File: config.mk
export PLATFORM = sky130hd
export DESIGN_NAME = wb_port_arbiter_flat
export DESIGN_NICKNAME = d
export VERILOG_FILES = /design/src/rtl/mips_pkg.sv /design/src/rtl/wb_port_arbiter_if.sv /design/src/rtl/wb_fifo.sv /design/src/rtl/wb_port_arbiter.sv /design/src/flat_wrapper.sv
export SDC_FILE = /design/constraint.sdc
export NUM_CORES = 1
export LEC_CHECK = 0
export CORE_MARGIN = 10
export CORE_UTILIZATION = 42
export CTS_BUF_LIST = sky130_fd_sc_hd__clkbuf_2
export CTS_CLUSTER_DIAMETER = 60
export CTS_CLUSTER_SIZE = 20
export DETAILED_ROUTE_END_ITERATION = 12
export DONT_BUFFER_PORTS = 1
export HOLD_SLACK_MARGIN = 0.05
export MAX_ROUTING_LAYER = met4
export PLACE_DENSITY = 0.68
export REMOVE_ABC_BUFFERS = 1
export SLEW_MARGIN = 20
export SYNTH_ARGS = -nofsm -noshare
export SYNTH_HDL_FRONTEND = slang
export SYNTH_SLANG_ARGS = --single-unit
File: constraint.sdc
create_clock -name clk -period 5.4 [get_ports clk]
set_input_delay 1.08 -clock clk [delete_from_list [all_inputs] [get_ports clk]]
set_output_delay 1.08 -clock clk [all_outputs]
set_load 0.01 [all_outputs]
File: src/rtl/mips_pkg.sv
// mips_pkg: shared widths, zero-register constant and writeback source encoding
package mips_pkg;
    localparam int DEF_DATA_WIDTH = 32;
    localparam int DEF_ADDR_WIDTH = 5;
    localparam int ZERO_REG       = 0;
    typedef enum logic [1:0] {
        SRC_NONE = 2'd0,
        SRC_PIPE = 2'd1,
        SRC_FIFO = 2'd2
    } wb_src_e;
endpackage

File: src/rtl/wb_port_arbiter_if.sv
// wb_port_arbiter_if: writeback port bundle between pipeline/long-latency unit and the arbiter
interface wb_port_arbiter_if #(
    parameter int DATA_WIDTH = mips_pkg::DEF_DATA_WIDTH,
    parameter int ADDR_WIDTH = mips_pkg::DEF_ADDR_WIDTH
);
    logic                  RegWriteW;
    logic [ADDR_WIDTH-1:0] WriteRegW;
    logic [DATA_WIDTH-1:0] ResultW;
    logic                  LLValid;
    logic [ADDR_WIDTH-1:0] LLReg;
    logic [DATA_WIDTH-1:0] LLData;
    logic                  LLReady;
    logic [ADDR_WIDTH-1:0] QueryReg;
    logic                  QueryHit;
    logic                  RFWE;
    logic [ADDR_WIDTH-1:0] RFWA;
    logic [DATA_WIDTH-1:0] RFWD;
    logic                  StallReq;
    modport master (
        output RegWriteW, WriteRegW, ResultW, LLValid, LLReg, LLData, QueryReg,
        input  LLReady, QueryHit, RFWE, RFWA, RFWD, StallReq
    );
    modport slave (
        input  RegWriteW, WriteRegW, ResultW, LLValid, LLReg, LLData, QueryReg,
        output LLReady, QueryHit, RFWE, RFWA, RFWD, StallReq
    );
endinterface

File: src/rtl/wb_fifo.sv
// wb_fifo: small circular buffer of pending long-latency results with per-entry address visibility
module wb_fifo #(
    parameter int DEPTH      = 2,
    parameter int DATA_WIDTH = 32,
    parameter int ADDR_WIDTH = 5,
    localparam int PW = (DEPTH > 1) ? $clog2(DEPTH) : 1,
    localparam int CW = $clog2(DEPTH + 1)
) (
    input  logic                             clk,
    input  logic                             rst,
    input  logic                             push,
    input  logic                             pop,
    input  logic [ADDR_WIDTH-1:0]            din_addr,
    input  logic [DATA_WIDTH-1:0]            din_data,
    output logic                             full,
    output logic                             empty,
    output logic [CW-1:0]                    count,
    output logic [ADDR_WIDTH-1:0]            head_addr,
    output logic [DATA_WIDTH-1:0]            head_data,
    output logic [DEPTH-1:0][ADDR_WIDTH-1:0] entry_addr,
    output logic [DEPTH-1:0]                 entry_valid
);
    logic [DEPTH-1:0][ADDR_WIDTH-1:0] addr_q;
    logic [DEPTH-1:0][DATA_WIDTH-1:0] data_q;
    logic [DEPTH-1:0]                 valid_q;
    logic [PW-1:0]                    rd, wr;
    logic [CW-1:0]                    cnt;
    logic                             do_push, do_pop;

    function automatic logic [PW-1:0] nxt(input logic [PW-1:0] p);
        return (p == PW'(DEPTH - 1)) ? '0 : p + PW'(1);
    endfunction

    assign full        = cnt == CW'(DEPTH);
    assign empty       = cnt == '0;
    assign count       = cnt;
    assign do_push     = push && !full;
    assign do_pop      = pop && !empty;
    assign head_addr   = addr_q[rd];
    assign head_data   = data_q[rd];
    assign entry_addr  = addr_q;
    assign entry_valid = valid_q;

    // payload storage carries no reset; validity is tracked separately
    always_ff @(posedge clk) begin
        if (do_push) begin
            addr_q[wr] <= din_addr;
            data_q[wr] <= din_data;
        end
    end

    // pointers, occupancy and valid flags; reset flushes everything at once
    always_ff @(posedge clk or posedge rst) begin
        if (rst) begin
            rd      <= '0;
            wr      <= '0;
            cnt     <= '0;
            valid_q <= '0;
        end else begin
            if (do_push) begin
                valid_q[wr] <= 1'b1;
                wr          <= nxt(wr);
            end
            if (do_pop) begin
                valid_q[rd] <= 1'b0;
                rd          <= nxt(rd);
            end
            cnt <= cnt + CW'(do_push) - CW'(do_pop);
        end
    end
endmodule

File: src/rtl/wb_port_arbiter.sv
// wb_port_arbiter: shares the register-file write port between the pipeline and a long-latency result queue
module wb_port_arbiter
    import mips_pkg::*;
#(
    parameter int DATA_WIDTH   = DEF_DATA_WIDTH,
    parameter int ADDR_WIDTH   = DEF_ADDR_WIDTH,
    parameter int FIFO_DEPTH   = 2,
    parameter int STARVE_LIMIT = 4
) (
    input logic               clk,
    input logic               rst,
    wb_port_arbiter_if.slave  bus
);
    localparam int CW = $clog2(FIFO_DEPTH + 1);
    localparam int SW = $clog2(STARVE_LIMIT + 1);

    logic                                  busy, push, pop, full, empty, hit;
    logic [CW-1:0]                         count;
    logic [ADDR_WIDTH-1:0]                 head_addr;
    logic [DATA_WIDTH-1:0]                 head_data;
    logic [FIFO_DEPTH-1:0][ADDR_WIDTH-1:0] entry_addr;
    logic [FIFO_DEPTH-1:0]                 entry_valid;
    logic [SW-1:0]                         starve, starve_nxt;
    logic                                  stall;
    wb_src_e                               src;

    // a write to the zero register is no write at all, so it frees the port
    assign busy         = bus.RegWriteW && bus.WriteRegW != ADDR_WIDTH'(ZERO_REG);
    assign bus.LLReady  = !rst && !full;
    assign push         = bus.LLValid && bus.LLReady && bus.LLReg != ADDR_WIDTH'(ZERO_REG);
    assign pop          = src == SRC_FIFO;
    assign bus.RFWE     = src != SRC_NONE;
    assign bus.RFWA     = (src == SRC_PIPE) ? bus.WriteRegW : (src == SRC_FIFO) ? head_addr : '0;
    assign bus.RFWD     = (src == SRC_PIPE) ? bus.ResultW   : (src == SRC_FIFO) ? head_data : '0;
    assign bus.QueryHit = hit && bus.QueryReg != ADDR_WIDTH'(ZERO_REG);
    assign bus.StallReq = stall;

    wb_fifo #(
        .DEPTH      (FIFO_DEPTH),
        .DATA_WIDTH (DATA_WIDTH),
        .ADDR_WIDTH (ADDR_WIDTH)
    ) u_fifo (
        .clk         (clk),
        .rst         (rst),
        .push        (push),
        .pop         (pop),
        .din_addr    (bus.LLReg),
        .din_data    (bus.LLData),
        .full        (full),
        .empty       (empty),
        .count       (count),
        .head_addr   (head_addr),
        .head_data   (head_data),
        .entry_addr  (entry_addr),
        .entry_valid (entry_valid)
    );

    // pipeline wins outright; the queue head only gets an idle port; nothing writes during reset
    always_comb begin
        src = rst ? SRC_NONE : busy ? SRC_PIPE : !empty ? SRC_FIFO : SRC_NONE;
    end

    // hazard lookup across every occupied queue slot
    always_comb begin
        hit = 1'b0;
        for (int i = 0; i < FIFO_DEPTH; i++)
            if (entry_valid[i] && entry_addr[i] == bus.QueryReg) hit = 1'b1;
    end

    // count cycles the queue is blocked by the pipeline, saturating at the limit
    always_comb begin
        starve_nxt = (pop || count == '0) ? '0
                   : (busy && starve != SW'(STARVE_LIMIT)) ? starve + SW'(1) : starve;
    end

    // stall request rises when starvation hits the limit and drops once the queue gets its write
    always_ff @(posedge clk or posedge rst) begin
        if (rst) begin
            starve <= '0;
            stall  <= 1'b0;
        end else begin
            starve <= starve_nxt;
            stall  <= pop ? 1'b0 : (starve_nxt == SW'(STARVE_LIMIT)) ? 1'b1 : stall;
        end
    end
endmodule

File: src/flat_wrapper.sv
// flat-port wrapper written by rule: the top's interface ports become plain ports
module wb_port_arbiter_flat import mips_pkg::*;
#(
    parameter int DATA_WIDTH   = DEF_DATA_WIDTH,
    parameter int ADDR_WIDTH   = DEF_ADDR_WIDTH,
    parameter int FIFO_DEPTH   = 2,
    parameter int STARVE_LIMIT = 4
)
  (clk, rst, bus_RegWriteW, bus_WriteRegW, bus_ResultW, bus_LLValid, bus_LLReg, bus_LLData, bus_QueryReg, bus_LLReady, bus_QueryHit, bus_RFWE, bus_RFWA, bus_RFWD, bus_StallReq);
  wb_port_arbiter_if #(.DATA_WIDTH(DATA_WIDTH), .ADDR_WIDTH(ADDR_WIDTH)) bus_i ();
  input logic clk;
  input logic rst;
  input wire logic [$bits(bus_i.RegWriteW)-1:0] bus_RegWriteW;
  input wire logic [$bits(bus_i.WriteRegW)-1:0] bus_WriteRegW;
  input wire logic [$bits(bus_i.ResultW)-1:0] bus_ResultW;
  input wire logic [$bits(bus_i.LLValid)-1:0] bus_LLValid;
  input wire logic [$bits(bus_i.LLReg)-1:0] bus_LLReg;
  input wire logic [$bits(bus_i.LLData)-1:0] bus_LLData;
  input wire logic [$bits(bus_i.QueryReg)-1:0] bus_QueryReg;
  output wire logic [$bits(bus_i.LLReady)-1:0] bus_LLReady;
  output wire logic [$bits(bus_i.QueryHit)-1:0] bus_QueryHit;
  output wire logic [$bits(bus_i.RFWE)-1:0] bus_RFWE;
  output wire logic [$bits(bus_i.RFWA)-1:0] bus_RFWA;
  output wire logic [$bits(bus_i.RFWD)-1:0] bus_RFWD;
  output wire logic [$bits(bus_i.StallReq)-1:0] bus_StallReq;
  assign bus_i.RegWriteW = bus_RegWriteW;
  assign bus_i.WriteRegW = bus_WriteRegW;
  assign bus_i.ResultW = bus_ResultW;
  assign bus_i.LLValid = bus_LLValid;
  assign bus_i.LLReg = bus_LLReg;
  assign bus_i.LLData = bus_LLData;
  assign bus_i.QueryReg = bus_QueryReg;
  assign bus_LLReady = bus_i.LLReady;
  assign bus_QueryHit = bus_i.QueryHit;
  assign bus_RFWE = bus_i.RFWE;
  assign bus_RFWA = bus_i.RFWA;
  assign bus_RFWD = bus_i.RFWD;
  assign bus_StallReq = bus_i.StallReq;
  wb_port_arbiter #(.DATA_WIDTH(DATA_WIDTH), .ADDR_WIDTH(ADDR_WIDTH), .FIFO_DEPTH(FIFO_DEPTH), .STARVE_LIMIT(STARVE_LIMIT)) u_core (.clk(clk), .rst(rst), .bus(bus_i));
endmodule
==> metrics, run 1 <==
Post-Synth Adder-Cell Area 1.36%; placed cell count 330; antenna cells 0; Yosys reg bits 84; initial core utilization 42.5%; initial antenna violation count 0; skew final 0.0437 ns; Pwr per Cell Area 409 mW/mm²; die area 0.0129 mm²; first-pass GRT wire length 11.6 mm; warnings from Yosys 0; endpoints failing hold 0; DRT Pass-1 Iters 4; maximum vdd drop 0.175 mV; Tightest Pin Transition 0.946 ns; Fin Setup TNS 0 ns; die width 114 µm; detailed placement HPWL 5.57 mm; port bufs 0; CTS root buf clkbuf_2; Worst Path Arrival 3.13 ns; Post-DP Area 0.00379 mm²; Post-Synth Simple-Gate Area 3.34%; DRC Markers 0; vias in the first global route 2222; crit start category input port; post-synthesis mux area share 10.7%; GRT Overall Usage 12.0%; Final Cycle Share 77.9%; worst hold path type input port to async pin; Slew HR 36.9%; PostCTS Resize Cnt 0; fillers 781; Finish-stage setup viols 0; unrepaired setup endpoints after global routing no; non-filler cells, final 347; crit path time final 4.21 ns; Syn Inst Count 233; Via density 5.65; Synth Area in Compound Gates 11.4%; grt total ovfl 0; critical path capture point type output port; Final ANT Viol Nets 0; NumNets Final 321; DR vias 1962; area grow syn2layout 6.10%; DR WL/cell 22.4 µm; largest family of logic cells by synthesized area compound AO/OA/AOI/OAI gates; Worst Setup Path Type input port to output port; maximum number of pins on one net before global-route repair 42; register area share after synthesis 67.3%; Synth Area in XOR/XNOR 3.58%; I/O pin cnt 124; Synth cell types 34; Max-Cap Viols 0; hold bufs inserted after CTS 0; Syn Std Cell Area 0.00367 mm²; layout cells sized above 1 10.5%; outcome completed; CTS clk-pin slew, worst paths 0.23 ns; total CTS buffers 9; CP max FO 41; Critical Path RT 4.32 ns; Mean Syn Cell Area 15.8 µm²; CTS tree built; Lkg Pwr 1.35 nW; postcts setup bufs 0; Worst-Skew Late Latency 0.51 ns; core box area 0.00864 mm²; gpl congestion 0.740; post-layout instance area 0.00390 mm²; final WL 7.76 mm; FP Rows 34; fmax 238 MHz; CTS max path bufs 2; Slew Limit Fails 0; R2R setup slack 3.04 ns; htree depth 3; DRT iter0 DRCs 92; CTS sink count 84; Die Ht 114 µm
per-layer routing:
metal	vias up	global-route usage (%)	share of wire, %
met2	90	19.5	51
met5	-	-	0
met1	940	11.8	37
met3	4	6.77	12
li1	928	-	-
met4	0	4.06	0.59
per-stage QoR:
stage	hold slack [ns]	util, %	power (mW)	setup slack [ns]
2_1_floorplan	0.461	-	1.24	-0.250
3_3_place_gp	0.504	43.9	1.33	1.18
3_5_place_dp	0.516	43.9	1.34	1.13
4_1_cts	0.354	45.0	1.62	1.12
5_1_grt	0.374	45.1	1.69	1.09
6_report	0.403	45.1	1.59	1.19
synthesized netlist by cell type:
| library cell | n | area [µm²] |
|---|---|---|
| o31ai_1 | 1 | 7.51 |
| inv_1 | 7 | 26.3 |
| nand3_1 | 2 | 10.0 |
| or3_1 | 1 | 6.26 |
| and4b_1 | 1 | 10.0 |
| a21oi_1 | 3 | 15.0 |
| or4_4 | 1 | 11.3 |
| xnor2_1 | 7 | 61.3 |
| a21o_1 | 1 | 7.51 |
| buf_6 | 1 | 11.3 |
| o22a_1 | 2 | 17.5 |
| a41oi_1 | 1 | 8.76 |
| nand3b_1 | 1 | 7.51 |
| xor2_1 | 8 | 70.1 |
| a32o_1 | 1 | 10.0 |
| nor4bb_1 | 1 | 10.0 |
| mux2i_1 | 38 | 380 |
| clkbuf_1 | 8 | 30.0 |
| buf_2 | 3 | 15.0 |
| mux2_2 | 1 | 11.3 |
| o21ai_0 | 1 | 5.00 |
| buf_1 | 1 | 3.75 |
| nor2_1 | 8 | 30.0 |
| dfrtp_1 | 10 | 250 |
| a2bb2oi_1 | 1 | 8.76 |
| nand2_1 | 1 | 3.75 |
| o21a_1 | 1 | 7.51 |
| o2bb2ai_1 | 37 | 324 |
| nor4_1 | 2 | 12.5 |
| ha_1 | 4 | 50.1 |
| o211ai_1 | 1 | 7.51 |
| and2_1 | 1 | 6.26 |
| edfxtp_1 | 74 | 2220 |
| or4_1 | 2 | 15.0 |
cells in the final DEF, fill, tap and decap left out, drive strengths merged, types with 2 or more instances in the layout:
master / instances
inv: 8
or4: 3
nor4: 2
dfrtp: 10
nor2: 8
nand3: 2
clkbuf: 9
a21oi: 3
xor2: 8
o22a: 2
ha: 4
edfxtp: 74
mux2i: 38
buf: 3
o2bb2ai: 37
clkinv: 5
xnor2: 7
state kept, by name, indices dropped and copies added (netlist names):
signal,count
u_core.u_fifo.entry_valid,2
u_core.u_fifo.entry_addr,10
u_core.u_fifo.count,2
u_core.bus.StallReq,1
u_core.starve,3
u_core.u_fifo.rd,1
u_core.u_fifo.wr,1
u_core.u_fifo.data_q,64
worst max-delay path, stage by stage:
cell and delay (ns):
or4_4 0.55, o21a_1 0.22, or3_2 0.81, o2bb2ai_1 0.46
logic make-up after synthesis:
kind of cell,Yosys count
buffers and inverters,20
multiplexers,39
XOR/XNOR,15
AND/OR/NAND/NOR,21
adder cells (fa/ha/maj),4
flip-flops,84
AO/OA/AOI/OAI,50
report_power, final:
part	switching (mW)	leakage, nW	internal (mW)
Combinational	0.240	0.494	0.180
Clock	0.215	0.0599	0.0626
Sequential	0.0769	0.799	0.819
final timing paths:
| check | depth (start not counted) | start | end |
|---|---|---|---|
| max | 4 | bus_WriteRegW[0] | bus_RFWD[22] |
| min | 1 | rst | u_core.starve[0] |
| max reg2reg | 4 | u_core.u_fifo.count[0] | u_core.u_fifo.data_q[22] |
| min reg2reg | 1 | u_core.u_fifo.entry_valid[0] | u_core.u_fifo.entry_valid[0] |
| max in group asynchronous | 1 | rst | u_core.u_fifo.rd |
| min in group clk | 1 | u_core.u_fifo.entry_valid[0] | u_core.u_fifo.entry_valid[0] |
layout make-up:
| cell class | count | area [µm²] | area share [%] |
|---|---|---|---|
| flip-flops and latches | 84 | 2470 | 63.5 |
| inverters | 7 | 26.3 | 0.674 |
| clock inverters | 7 | 51.3 | 1.32 |
| well taps | 108 | 135 | 3.47 |
| multi-input cells | 129 | 1140 | 29.2 |
| repair buffers | 3 | 26.3 | 0.674 |
| clock buffers | 9 | 45.0 | 1.16 |
No activity file was read; power rests on OpenSTA's default activity.
==> run 2: changes to the inputs <==
Clock period 5.4 ns to 4.14 ns, I/O delays scaled along.
==> metrics, run 2 (same netlist as run 1, synthesis figures left out) <==
outcome completed; Final ANT Viol Nets 0 (unchanged); initial antenna violation count 0 (unchanged); initial core utilization 42.5% (unchanged); critical path capture point type output port; post-layout util 45.3% (+0.19 points); skew final 0.0227 ns (-0.0209 ns); die area 0.0129 mm² (unchanged); cell breakdown of the critical path or4_4 > o21a_1 > or3_2 > buf_12 > o2bb2ai_1; r2r startpoint u_core.u_fifo.count[0]; endpoints failing hold 0 (unchanged); DR WL/cell 23.0 µm (+2.9%); Critical Path RT 3.31 ns (-1.01 ns); total CTS buffers 9 (unchanged); max FFs per register 64 (unchanged); most common cell after layout, fill and taps aside edfxtp_1; Finish-stage setup viols 0 (unchanged); P_int 1.39 mW (+31%); worst hold path type input port to async pin; worst setup margin 0.522 ns (-0.670 ns); Lkg Pwr 1.36 nW (+0.57%); maximum vdd drop 0.262 mV (+49%); pre-CTS setup slack 0.504 ns (-0.624 ns); CP max FO 27 (-34%); combinational power share 25.3% (-1.0 points); PostCTS Resize Cnt 0 (unchanged); antenna cells 0 (unchanged); Worst-Skew Late Latency 0.51 ns (about the same); unrepaired setup endpoints after global routing no; crit-path leading delay family simple AND/OR/NAND/NOR gates; gpl congestion 0.767 (+3.6%); fmax 276 MHz; post-layout instance area 0.00391 mm² (+0.42%); Worst Setup Path Type input port to output port; FP Rows 34 (unchanged); area grow syn2layout 6.54%; layout cells sized above 1 11.3% (+0.79 points); Slew Limit Fails 0 (unchanged); NumNets Final 322 (+0.31%); detailed placement HPWL 5.89 mm (+5.9%); CP bufs+invs 1 (+1); first-pass GRT wire length 12.5 mm (+7.7%); die width 114 µm (unchanged); postcts setup bufs 0 (unchanged); Sequential Power Share 57.4% (+1.2 points); CTS root buf clkbuf_2; most frequent cells in the layout 74 x edfxtp_1, 38 x mux2i_1, 37 x o2bb2ai_1; Post-DP Area 0.00382 mm² (+0.73%); CTS max path bufs 2 (unchanged); crit path time final 3.62 ns; Max-Cap Viols 0 (unchanged); slowest stage delay, CP 0.66 ns (-0.15 ns); Top reg by flops u_core.u_fifo.data_q; Via density 5.73 (+1.3%); switching share of power 33.6% (+0.21 points); sw power 0.704 mW (+32%); Worst Path Arrival 2.79 ns (-0.34 ns); port bufs 0 (unchanged); Die Ht 114 µm (unchanged); grt total ovfl 0 (unchanged); crit start category input port; DRT iter0 DRCs 148 (+61%); hold bufs inserted after CTS 0 (unchanged); htree depth 3 (unchanged); Tightest Pin Transition 0.961 ns (+0.0153 ns); CTS clk-pin slew, worst paths 0.24 ns (about the same); Slew HR 35.9% (-1.0 points); Pwr per Cell Area 535 mW/mm² (+31%); worst reg-to-reg path cell count 3 (-1); CTS sink count 84 (unchanged); R2R setup slack 1.88 ns (-1.16 ns); final WL 8.00 mm (+3.2%); DRT Pass-1 Iters 5 (+1); CTS tree built; I/O pin cnt 124 (unchanged); DRC Markers 0 (unchanged); Final Cycle Share 87.4%; maximum number of pins on one net before global-route repair 39 (-7.1%); vias in the first global route 2346 (+5.6%); FF-to-FF End u_core.u_fifo.data_q[54]; clock power share 17.3% (about the same); core box area 0.00864 mm² (unchanged); DR vias 1994 (+1.6%); CP max-delay cell or3_2; GRT Overall Usage 12.8% (+0.84 points)
[run 2: per-layer routing]
layer,up-vias,GRT usage (%),wire length [µm]
met2,94,21.7,4110
met5,-,-,0
met1,965,12.6,2930
met3,9,5.88,861
li1,926,-,-
met4,0,4.82,96
[run 2: power by group through the flow]
stage	logic (mW)	registers (mW)	clock network (mW)
floorplan	0.411	1.21	0
global placement	0.535	1.22	0
detailed placement	0.544	1.23	0
CTS	0.545	1.21	0.381
global route	0.588	1.22	0.418
finish	0.530	1.20	0.363
[run 2: metrics by stage]
stage	TNS [ns]	total power [mW]	hold WS, ns	instances
after floorplan	-47.72	1.62	0.461	220
after global placement	0	1.75	0.501	332
after detailed placement	0	1.77	0.507	332
after CTS	0	2.13	0.106	348
after global routing	0	2.23	0.108	348
final	0	2.10	0.136	348
[run 2: layout make-up]
type,instances,area (µm²)
multi-input cells,129,1140
clock inverters,7,51.3
clock buffers,9,45.0
well taps,108,135
inverters,7,26.3
flip-flops and latches,84,2470
fillers,769,4720
repair buffers,4,42.5
[run 2: worst max-delay path by stage]
stage / depth (start not counted) / from / to
2_1_floorplan: 2 / rst / u_core.u_fifo.data_q[0]
3_3_place_gp: 5 / bus_WriteRegW[0] / bus_RFWD[25]
3_5_place_dp: 5 / bus_WriteRegW[0] / bus_RFWD[6]
4_1_cts: 5 / bus_WriteRegW[0] / bus_RFWD[6]
5_1_grt: 5 / bus_WriteRegW[0] / bus_RFWD[13]
6_report: 5 / bus_WriteRegW[0] / bus_RFWD[23]
==> run 3: changes to the inputs <==
--- a/config.mk
+++ b/config.mk
@@ -14,2 +14,3 @@
 export DONT_BUFFER_PORTS = 1
+export GPL_ROUTABILITY_DRIVEN = 0
 export HOLD_SLACK_MARGIN = 0.05
--- a/constraint.sdc
+++ b/constraint.sdc
@@ -3,2 +3,2 @@
 set_output_delay 0.828 -clock clk [all_outputs]
-set_load 0.01 [all_outputs]
+set_load 0.02 [all_outputs]
==> metrics, run 3 (same netlist as run 1, synthesis figures left out) <==
Worst-Skew Late Latency 0.51 ns (about the same); CTS sink count 84 (unchanged); I/O pin cnt 124 (unchanged); DRT iter0 DRCs 104 (-30%); Final ANT Viol Nets 0 (unchanged); Top cell by count, worst path buf_4; initial core utilization 42.5% (unchanged); area grow syn2layout 15.7%; crit start category input port; Worst Path Arrival 2.67 ns (-0.12 ns); maximum vdd drop 0.274 mV (+4.9%); first-pass GRT wire length 13.0 mm (+4.2%); htree depth 3 (unchanged); worst hold path type input port to async pin; Tightest Pin Transition 0.970 ns (+0.00848 ns); Via density 5.51 (-3.8%); core box area 0.00864 mm² (unchanged); placed cell count 370 (+11%); Finish-stage setup viols 0 (unchanged); antenna cells 0 (unchanged); die width 114 µm (unchanged); max FFs per register 64 (unchanged); vias in the first global route 2409 (+2.7%); unrepaired setup endpoints after global routing no; DR WL/cell 21.4 µm (-6.8%); maximum number of pins on one net before global-route repair 39 (unchanged); slowest stage delay, CP 0.55 ns (-0.11 ns); FP Rows 34 (unchanged); layout cells sized above 1 22.7% (+11 points); non-filler cells, final 386 (+11%); Fin Setup TNS 0 ns (unchanged); worst setup margin 0.643 ns (+0.121 ns); DRC Markers 0 (unchanged); Worst Setup Path Type input port to output port; CP bufs+invs 2 (+1); initial antenna violation count 0 (unchanged); pre-CTS setup slack 0.638 ns (+0.134 ns); Slew Limit Fails 0 (unchanged); fmax 286 MHz (+3.5%); CTS tree built; Lkg Pwr 1.58 nW (+16%); postcts setup bufs 0 (unchanged); Max-Cap Viols 0 (unchanged); Top reg by flops u_core.u_fifo.data_q; most common cell after layout, fill and taps aside edfxtp_1; port bufs 0 (unchanged); die area 0.0129 mm² (unchanged); crit-path leading delay family simple AND/OR/NAND/NOR gates; cell breakdown of the critical path or4_4 > o21a_1 > or3_2 > buf_4 > o2bb2ai_1 > buf_4; Die Ht 114 µm (unchanged); Critical Path RT 3.31 ns (about the same); CTS clk-pin slew, worst paths 0.23 ns (about the same); CP max-delay cell or4_4; skew final 0.0314 ns (+0.00864 ns); Final Cycle Share 84.5% (-2.9 points); DR vias 2127 (+6.7%); DRT Pass-1 Iters 4 (-1); detailed placement HPWL 6.18 mm (+4.9%); CTS max path bufs 2 (unchanged); Worst Hold Margin 0.130 ns (-0.00566 ns); PostCTS Resize Cnt 0 (unchanged); CP max FO 19 (-30%); post-layout util 49.2% (+3.9 points); critical path capture point type output port; NumNets Final 360 (+12%); GRT Overall Usage 13.2% (+0.41 points); Slew HR 35.4% (-0.57 points); hold bufs inserted after CTS 0 (unchanged); most frequent cells in the layout 74 x edfxtp_1, 42 x buf_4, 38 x mux2i_1; grt total ovfl 0 (unchanged); final WL 8.28 mm (+3.4%); crit path time final 3.50 ns (-0.121 ns); Pwr per Cell Area 564 mW/mm² (+5.4%); endpoints failing hold 0 (unchanged); outcome completed; CTS root buf clkbuf_2; total CTS buffers 9 (unchanged)
run 3: cell count changes in the layout (fill, tap and decap cells not counted):
cell,previous run,this run
clkinv_1,0,2
buf_4,3,42
buf_12,1,0
clkinvlp_4,2,1
bufinv_16,0,3
clkinv_4,2,0
clkinv_2,2,0
run 3: worst reg2reg max path, delay by kind of cell, from the launching register on:
family                 cells  cell delay, ns
DFF                        1            0.45
buffers and inverters      1            0.05
AOI/OAI and AO/OA          1            0.57
and+or+nand+nor            1            1.01
run 3: layer usage:
metal	track usage [%]	routed length, µm
met5	-	0
met4	5.25	106
met3	6.40	906
met2	21.4	4160
met1	13.5	3100
run 3: path summary, 6_finish.rpt:
kind | cells after the start | startpoint | slack [ns] | end
max | 6 | bus_WriteRegW[0] | 0.64 | bus_RFWD[22]
min | 1 | rst | 0.13 | u_core.u_fifo.count[0]
max reg2reg | 3 | u_core.u_fifo.count[0] | 1.66 | u_core.u_fifo.data_q[44]
min reg2reg | 1 | u_core.u_fifo.entry_valid[0] | 0.55 | u_core.u_fifo.entry_valid[0]
max in group asynchronous | 1 | rst | 3.68 | u_core.u_fifo.rd
min in group clk | 0 | bus_LLData[17] | 0.38 | u_core.u_fifo.data_q[17]
run 3: power breakdown:
group          switching [mW]  internal, mW
Sequential              0.122          1.07
Clock                   0.271         0.258
Combinational           0.366         0.314
run 3: through the flow:
stage               area (µm²)  total power [mW]
detailed placement        4090              1.90
CTS                       4250              2.43
global placement          4090              1.89
global route              4250              2.53
finish                    4250              2.40
floorplan                 3610              1.67
run 3: layout make-up:
type	count	area [µm²]
inverters	7	26.3
clock inverters	7	114
repair buffers	42	315
fillers	736	4390
multi-input cells	129	1140
clock buffers	9	45.0
flip-flops and latches	84	2470
well taps	108	135
